### config.mk
export PLATFORM = sky130hd
export DESIGN_NAME = stopwatch_lap_ctrl_flat
export DESIGN_NICKNAME = d
export VERILOG_FILES = /design/src/rtl/stopwatch_lap_ctrl_pkg.sv /design/src/rtl/stopwatch_lap_ctrl_if.sv /design/src/rtl/stopwatch_lap_ctrl_counter.sv /design/src/rtl/stopwatch_lap_ctrl.sv /design/src/flat_wrapper.sv
export SDC_FILE = /design/constraint.sdc
export NUM_CORES = 1
export LEC_CHECK = 0
export CAP_MARGIN = 20
export CORE_ASPECT_RATIO = 1.5
export CORE_MARGIN = 2
export CORE_UTILIZATION = 32
export DETAILED_ROUTE_END_ITERATION = 8
export PLACE_DENSITY = 0.61
export SLEW_MARGIN = 25
export SYNTH_ARGS = -nofsm -noshare
export SYNTH_HDL_FRONTEND = slang
export SYNTH_HIERARCHICAL = 1
export SYNTH_SLANG_ARGS = --single-unit
### constraint.sdc
create_clock -name clk -period 3.65 [get_ports clk]
set_input_delay 0.73 -clock clk [delete_from_list [all_inputs] [get_ports clk]]
set_output_delay 0.73 -clock clk [all_outputs]
set_load 0.01 [all_outputs]
### src/rtl/stopwatch_lap_ctrl_pkg.sv
// Shared types and defaults for the stopwatch lap controller slice.
// State encodings are fixed here so debug tooling can decode them.
package stopwatch_pkg;

    typedef enum logic [1:0] {
        STOPPED  = 2'b00,
        COUNTING = 2'b01,
        BLINK    = 2'b11
    } sw_state_t;

    localparam int unsigned SW_MAX_COUNT_DEF = 99;

endpackage

### src/rtl/stopwatch_lap_ctrl_if.sv
// Button/display bundle between the board-side controller and the
// stopwatch core. master drives the buttons, slave is the core.
interface stopwatch_lap_ctrl_if #(
    parameter int unsigned WIDTH = 8
);
    logic             tick;
    logic             start;
    logic             stop;
    logic             clear;
    logic             count_down;
    logic             lap;
    logic [WIDTH-1:0] load_val;
    logic [WIDTH-1:0] count;
    logic [WIDTH-1:0] display;
    logic             running;
    logic             blink;
    logic             done;
    logic             lap_active;
    logic             dir_down;

    modport master (
        output tick, start, stop, clear, count_down, lap, load_val,
        input  count, display, running, blink, done, lap_active, dir_down
    );

    modport slave (
        input  tick, start, stop, clear, count_down, lap, load_val,
        output count, display, running, blink, done, lap_active, dir_down
    );
endinterface

### src/rtl/stopwatch_lap_ctrl_counter.sv
// Saturating up/down counter in [0, MAX_COUNT] with synchronous load.
// Flags whether the current or the next stepped value hits term_val.
module sw_updown_counter
    import stopwatch_pkg::*;
#(
    parameter int unsigned WIDTH     = 8,
    parameter int unsigned MAX_COUNT = SW_MAX_COUNT_DEF
) (
    input  logic             clk,
    input  logic             reset,
    input  logic             load,
    input  logic [WIDTH-1:0] load_val,
    input  logic             en,
    input  logic             down,
    input  logic [WIDTH-1:0] term_val,
    output logic [WIDTH-1:0] count,
    output logic             at_term,
    output logic             next_term
);
    localparam logic [WIDTH-1:0] MAXV = WIDTH'(MAX_COUNT);
    localparam logic [WIDTH-1:0] ONE  = WIDTH'(1);

    logic [WIDTH-1:0] nxt;

    // next stepped value, clamped at both ends of the range
    always_comb begin
        nxt = count;
        if (down) begin
            nxt = (count == '0) ? '0 : count - ONE;
        end else begin
            nxt = (count >= MAXV) ? MAXV : count + ONE;
        end
    end

    assign at_term   = (count == term_val);
    assign next_term = (nxt == term_val);

    // count register: load wins over step
    always_ff @(posedge clk) begin
        if (reset) begin
            count <= '0;
        end else if (load) begin
            count <= load_val;
        end else if (en) begin
            count <= nxt;
        end
    end
endmodule

### src/rtl/stopwatch_lap_ctrl.sv
// Stopwatch control FSM with count register, lap capture and
// terminal-count blink generator.
// Optional build macro: STOPWATCH_AUTOWRAP_EN (wrap to start value on
// terminal instead of entering BLINK; blink then stays 0).
module stopwatch_lap_ctrl
    import stopwatch_pkg::*;
#(
    parameter int unsigned WIDTH       = 8,
    parameter int unsigned MAX_COUNT   = SW_MAX_COUNT_DEF,
    parameter int unsigned BLINK_TICKS = 50
) (
    input  logic                clk,
    input  logic                reset,
    stopwatch_lap_ctrl_if.slave bus
);
    localparam logic [WIDTH-1:0] MAXV  = WIDTH'(MAX_COUNT);
    localparam int unsigned      BW    = (BLINK_TICKS > 1) ? $clog2(BLINK_TICKS) : 1;
    localparam logic [BW-1:0]    BLAST = BW'(BLINK_TICKS - 1);

    sw_state_t        state;
    logic             dir_down;
    logic [WIDTH-1:0] lap_val;
    logic             lap_active;
    logic             blink;
    logic             done;
    logic [BW-1:0]    bcnt;

    logic [WIDTH-1:0] count;
    logic             at_term;
    logic             next_term;
    logic             term_hit;
    logic             cnt_load;
    logic [WIDTH-1:0] cnt_load_val;
    logic             cnt_en;
    logic [WIDTH-1:0] ld;
    logic [WIDTH-1:0] term_val;
    logic [WIDTH-1:0] s0;
    logic [WIDTH-1:0] s0_new;

    assign ld       = (bus.load_val > MAXV) ? MAXV : bus.load_val;
    assign term_val = dir_down ? '0 : MAXV;
    assign s0       = dir_down ? ld : '0;
    assign s0_new   = bus.count_down ? ld : '0;

`ifdef STOPWATCH_AUTOWRAP_EN
    // wrap happens on the tick after the terminal value is shown
    assign term_hit = at_term;
`else
    assign term_hit = at_term | next_term;
`endif

    sw_updown_counter #(
        .WIDTH     (WIDTH),
        .MAX_COUNT (MAX_COUNT)
    ) u_counter (
        .clk       (clk),
        .reset     (reset),
        .load      (cnt_load),
        .load_val  (cnt_load_val),
        .en        (cnt_en),
        .down      (dir_down),
        .term_val  (term_val),
        .count     (count),
        .at_term   (at_term),
        .next_term (next_term)
    );

    // counter control derived from the current state and buttons
    always_comb begin
        cnt_load     = 1'b0;
        cnt_load_val = s0;
        cnt_en       = 1'b0;
        case (state)
            STOPPED: begin
                cnt_load     = bus.clear;
                cnt_load_val = s0_new;
            end
            COUNTING: begin
                cnt_en = bus.tick;
`ifdef STOPWATCH_AUTOWRAP_EN
                cnt_load = bus.tick && term_hit;
`else
                cnt_load = 1'b0;
`endif
            end
            BLINK: begin
                cnt_load = bus.start && !bus.stop;
            end
            default: ;
        endcase
    end

    // FSM, lap register, blink generator and done pulse
    always_ff @(posedge clk) begin
        if (reset) begin
            state      <= STOPPED;
            dir_down   <= 1'b0;
            lap_val    <= '0;
            lap_active <= 1'b0;
            blink      <= 1'b0;
            done       <= 1'b0;
            bcnt       <= '0;
        end else begin
            done <= 1'b0;
            case (state)
                STOPPED: begin
                    dir_down <= bus.count_down;
                    if (bus.clear) begin
                        lap_active <= 1'b0;
                    end
                    if (bus.start && !bus.stop && !bus.clear) begin
                        state <= COUNTING;
                    end
                end
                COUNTING: begin
                    if (bus.lap) begin
                        if (!lap_active) begin
                            lap_val    <= count;
                            lap_active <= 1'b1;
                        end else begin
                            lap_active <= 1'b0;
                        end
                    end
                    if (bus.tick && term_hit) begin
                        done <= 1'b1;
`ifdef STOPWATCH_AUTOWRAP_EN
                        state <= COUNTING;
`else
                        state <= BLINK;
                        blink <= 1'b1;
                        bcnt  <= '0;
`endif
                    end else if (bus.stop && !bus.start) begin
                        state <= STOPPED;
                    end
                end
                BLINK: begin
                    if (bus.start && !bus.stop) begin
                        state <= COUNTING;
                        blink <= 1'b0;
                    end else if (bus.stop && !bus.start) begin
                        state <= STOPPED;
                        blink <= 1'b0;
                    end else if (bus.tick) begin
                        if (bcnt == BLAST) begin
                            bcnt  <= '0;
                            blink <= ~blink;
                        end else begin
                            bcnt <= bcnt + BW'(1);
                        end
                    end
                end
                default: begin
                    state <= STOPPED;
                    blink <= 1'b0;
                end
            endcase
        end
    end

    assign bus.count      = count;
    assign bus.display    = lap_active ? lap_val : count;
    assign bus.running    = (state == COUNTING);
    assign bus.blink      = blink;
    assign bus.done       = done;
    assign bus.lap_active = lap_active;
    assign bus.dir_down   = dir_down;
endmodule

### src/flat_wrapper.sv
// flat-port wrapper written by rule: the top's interface ports become plain ports
module stopwatch_lap_ctrl_flat import stopwatch_pkg::*;
#(
    parameter int unsigned WIDTH       = 8,
    parameter int unsigned MAX_COUNT   = SW_MAX_COUNT_DEF,
    parameter int unsigned BLINK_TICKS = 50
)
  (clk, reset, bus_tick, bus_start, bus_stop, bus_clear, bus_count_down, bus_lap, bus_load_val, bus_count, bus_display, bus_running, bus_blink, bus_done, bus_lap_active, bus_dir_down);
  stopwatch_lap_ctrl_if #(.WIDTH(WIDTH)) bus_i ();
  input  logic clk;
  input  logic reset;
  input wire logic [$bits(bus_i.tick)-1:0] bus_tick;
  input wire logic [$bits(bus_i.start)-1:0] bus_start;
  input wire logic [$bits(bus_i.stop)-1:0] bus_stop;
  input wire logic [$bits(bus_i.clear)-1:0] bus_clear;
  input wire logic [$bits(bus_i.count_down)-1:0] bus_count_down;
  input wire logic [$bits(bus_i.lap)-1:0] bus_lap;
  input wire logic [$bits(bus_i.load_val)-1:0] bus_load_val;
  output wire logic [$bits(bus_i.count)-1:0] bus_count;
  output wire logic [$bits(bus_i.display)-1:0] bus_display;
  output wire logic [$bits(bus_i.running)-1:0] bus_running;
  output wire logic [$bits(bus_i.blink)-1:0] bus_blink;
  output wire logic [$bits(bus_i.done)-1:0] bus_done;
  output wire logic [$bits(bus_i.lap_active)-1:0] bus_lap_active;
  output wire logic [$bits(bus_i.dir_down)-1:0] bus_dir_down;
  assign bus_i.tick = bus_tick;
  assign bus_i.start = bus_start;
  assign bus_i.stop = bus_stop;
  assign bus_i.clear = bus_clear;
  assign bus_i.count_down = bus_count_down;
  assign bus_i.lap = bus_lap;
  assign bus_i.load_val = bus_load_val;
  assign bus_count = bus_i.count;
  assign bus_display = bus_i.display;
  assign bus_running = bus_i.running;
  assign bus_blink = bus_i.blink;
  assign bus_done = bus_i.done;
  assign bus_lap_active = bus_i.lap_active;
  assign bus_dir_down = bus_i.dir_down;
  stopwatch_lap_ctrl #(.WIDTH(WIDTH), .MAX_COUNT(MAX_COUNT), .BLINK_TICKS(BLINK_TICKS)) u_core (.clk(clk), .reset(reset), .bus(bus_i));
endmodule
==> results.py <==
metrics = {
    "logic_synthesis": {
        "synthTopCellsByArea": "dfxtp_1, ha_1, nor2_1",
        "yosys_warnings": 6,
        "yosys.area_share.xor_xnor": 0.0589,
        "synth_edf_count": 0,
        "syn_inst": 302,
        "avgSynthCellArea_sq_um": 7.88,
        "synth_top_family_by_area": "simple AND/OR/NAND/NOR gates",
        "synthAdderAreaFrac": 0.0578,
        "yosysMostFrequentCell": "nor2_1",
        "ys_ff_latch": 28,
        "ys.flop_type": "dfxtp_1",
        "synthSimpleGateAreaFrac": 0.271,
        "yosys.area.top_type": "dfxtp_1",
        "syn_area_sq_um": 2380,
        "ys_seq_area_frac": 0.235,
        "synthMuxAreaShare": 0.0757,
        "async_flop_share": 0,
        "yosysTopAreaCellShare": 0.235,
        "synth_common_cells": "nor2_1, dfxtp_1, nand2_1, a21oi_1, inv_1",
        "synth.distinct_cells": 69,
        "synth_compound_area_frac": 0.232,
    },
    "flow_run": {
        "drv_cap": 0,
    },
    "cells_and_area": {
        "multi_input_area_sq_um": 1720,
        "drive_gt1_frac": 0.169,
        "area_growth_pct": 29.6,
        "regArea_sq_um": 566,
        "antenna_cells": 0,
        "fill_cells": 761,
        "nNetsFinal": 384,
    },
    "critical_path": {
        "path_max_fanout": 8,
        "critPathKind": "flip-flop to flip-flop",
        "end_kind": "flip-flop",
        "start_kind": "flip-flop",
        "critical_path_required_ns": 3.87,
        "worstPathArrival_ns": 3.73,
    },
    "timing": {
        "post-route-min-period_ns": 3.51,
        "finalSetupViolations": 0,
        "worst_slack_ns": 0.142,
        "tightest_slew_ns": 0.656,
        "slew_headroom": 0.550,
        "hold_slack_ns": 0.488,
        "finClkSkew_ns": 0.00748,
        "layout_worst_path_cycle_share": 0.961,
        "slew_violations": 0,
        "rsz0062_at_grt": "no",
        "finalSetupTns_ns": 0,
        "hold_viol": 0,
        "max_freq_ghz": 0.285,
    },
    "pwr": {
        "leakage_nw": 1.16,
        "p_total_mw": 1.10,
        "p_per_area_nw_per_um2": 357,
        "ir_worst_vdd_mv": 0.158,
    },
    "floorplan": {
        "io_pins": 37,
        "rows": 38,
        "coreArea_sq_um": 7230,
        "die_w_microns": 74.4,
        "initial_core_util": 0.329,
        "dieHeight_microns": 110,
        "die_area_sq_um": 8160,
    },
    "global_routing": {
        "grt_use_total": 0.167,
        "grt_pass1_wl_microns": 10900,
        "grt-ovfl-total": 0,
        "grt_max_degree": 17,
        "antenna_found_initial": 0,
        "grt_pass1_vias": 2327,
    },
    "route": {
        "num_vias": 2394,
        "dr.pass1.iters": 4,
        "wl_per_cell_microns": 14.7,
        "drtIter0Drc": 96,
        "ant_nets": 0,
        "drc_errors": 0,
        "avgViaCountPerCell": 5.25,
        "routed_wl_microns": 6680,
    },
    "clock_network": {
        "cts_setup_buffers": 0,
        "insertion_delay_ns": 0.29,
        "cts_tree": "done",
        "cts_made_buffers": 3,
        "ctsLongestPathBuffers": 2,
        "cts_max_level": 1,
        "clockRootBuffer": "clkbuf_8",
        "clock-sinks": 28,
        "clkTransAtPathRegs_ns": 0.10,
    },
    "placed_design": {
        "io_buffers": 36,
        "place_ws_ns": 0.0875,
        "place_hpwl_microns": 5230,
        "gp_congestion": 1.01,
    },
    "status": {
        "outcome": "completed",
    },
    "min_path": {
        "hold_path_class": "flip-flop to flip-flop",
    },
}
## layer usage
metal | part of all wire | global-route usage
met1 | 0.42 | 0.212
met2 | 0.51 | 0.291
met3 | 0.048 | 0.0156
met4 | 0.025 | 0.0536
met5 | 0 | 0
## final timing paths
| path | endpoint | depth (start not counted) | slack, ns | from |
|---|---|---|---|---|
| worst max-delay path | u_core/bcnt[5] | 11 | 0.14 | u_core/u_counter/count[3] |
| worst min-delay path | u_core/bus.blink | 2 | 0.49 | u_core/bus.blink |
| worst max register to register | u_core/bcnt[5] | 11 | 0.14 | u_core/u_counter/count[3] |
| worst min register to register | u_core/bus.blink | 2 | 0.49 | u_core/bus.blink |
## registers in the layout, summed over array words and instances (netlist names)
register and flops:
u_core/state 2, u_core/bcnt 6, u_core/bus.done 1, u_core/u_counter/count 8, u_core/bus.lap_active 1, u_core/bus.dir_down 1
u_core/lap_val 8, u_core/bus.blink 1
## placed cells by master (no fill, tap or decap), drive strengths merged, types with 8 or more instances in the layout
master / instances
dfxtp: 28
mux2: 8
buf: 23
nor2: 34
nor3: 8
a21oi: 20
mux2i: 9
clkdlybuf4s50: 36
ha: 11
conb: 11
xnor2: 11
inv: 18
o21ai: 15
nand2: 20
## kinds of logic (layout without fill, tap and decap cells)
logic type	Yosys count	in the layout
DFF	28	28
muxes	17	17
and+or+nand+nor	113	113
AOI/OAI and AO/OA	79	79
other	1	11
adders and majority gates	11	11
xor gates and xnor gates	16	16
buffers and inverters	37	81
## area by class of cell
type	instances	share of cell area
tap	100	0.0406
clock inverter	1	0.00973
timing repair buffer	59	0.173
sequential	28	0.183
inverter	18	0.0219
multi-input combinational	247	0.558
clock buffer	3	0.0134
## report_power, final
part,leakage [nW],switching [mW],internal [mW]
Clock,0.0357,0.106,0.147
Combinational,0.890,0.247,0.240
Sequential,0.229,0.0381,0.325
## metrics by stage
step                      cell area, sq um   util  cells
final                                 3090  0.427    456
after global routing                  3090  0.427    456
after CTS                             3050  0.422    456
after detailed placement              2980  0.413    452
after global placement                2980  0.413    452
after floorplan                       2420      -    312
## what timing repair did
item | in CTS | in global routing
hold buffers | 0 | 0
setup endpoints to repair | 0 | 4
resized for setup | 0 | 10
## critical path, stage by stage, from the launching register on
cell       delay [ns]
dfxtp_1          0.43
or4_1            0.60
o21ai_1          0.16
o41ai_1          0.09
buf_4            0.14
xor2_1           0.13
or4_1            0.58
a2111oi_4        0.23
o21ai_1          0.11
a22o_2           0.31
or4_4            0.52
a21oi_2          0.14
No activity file was read; power rests on OpenSTA's default activity.
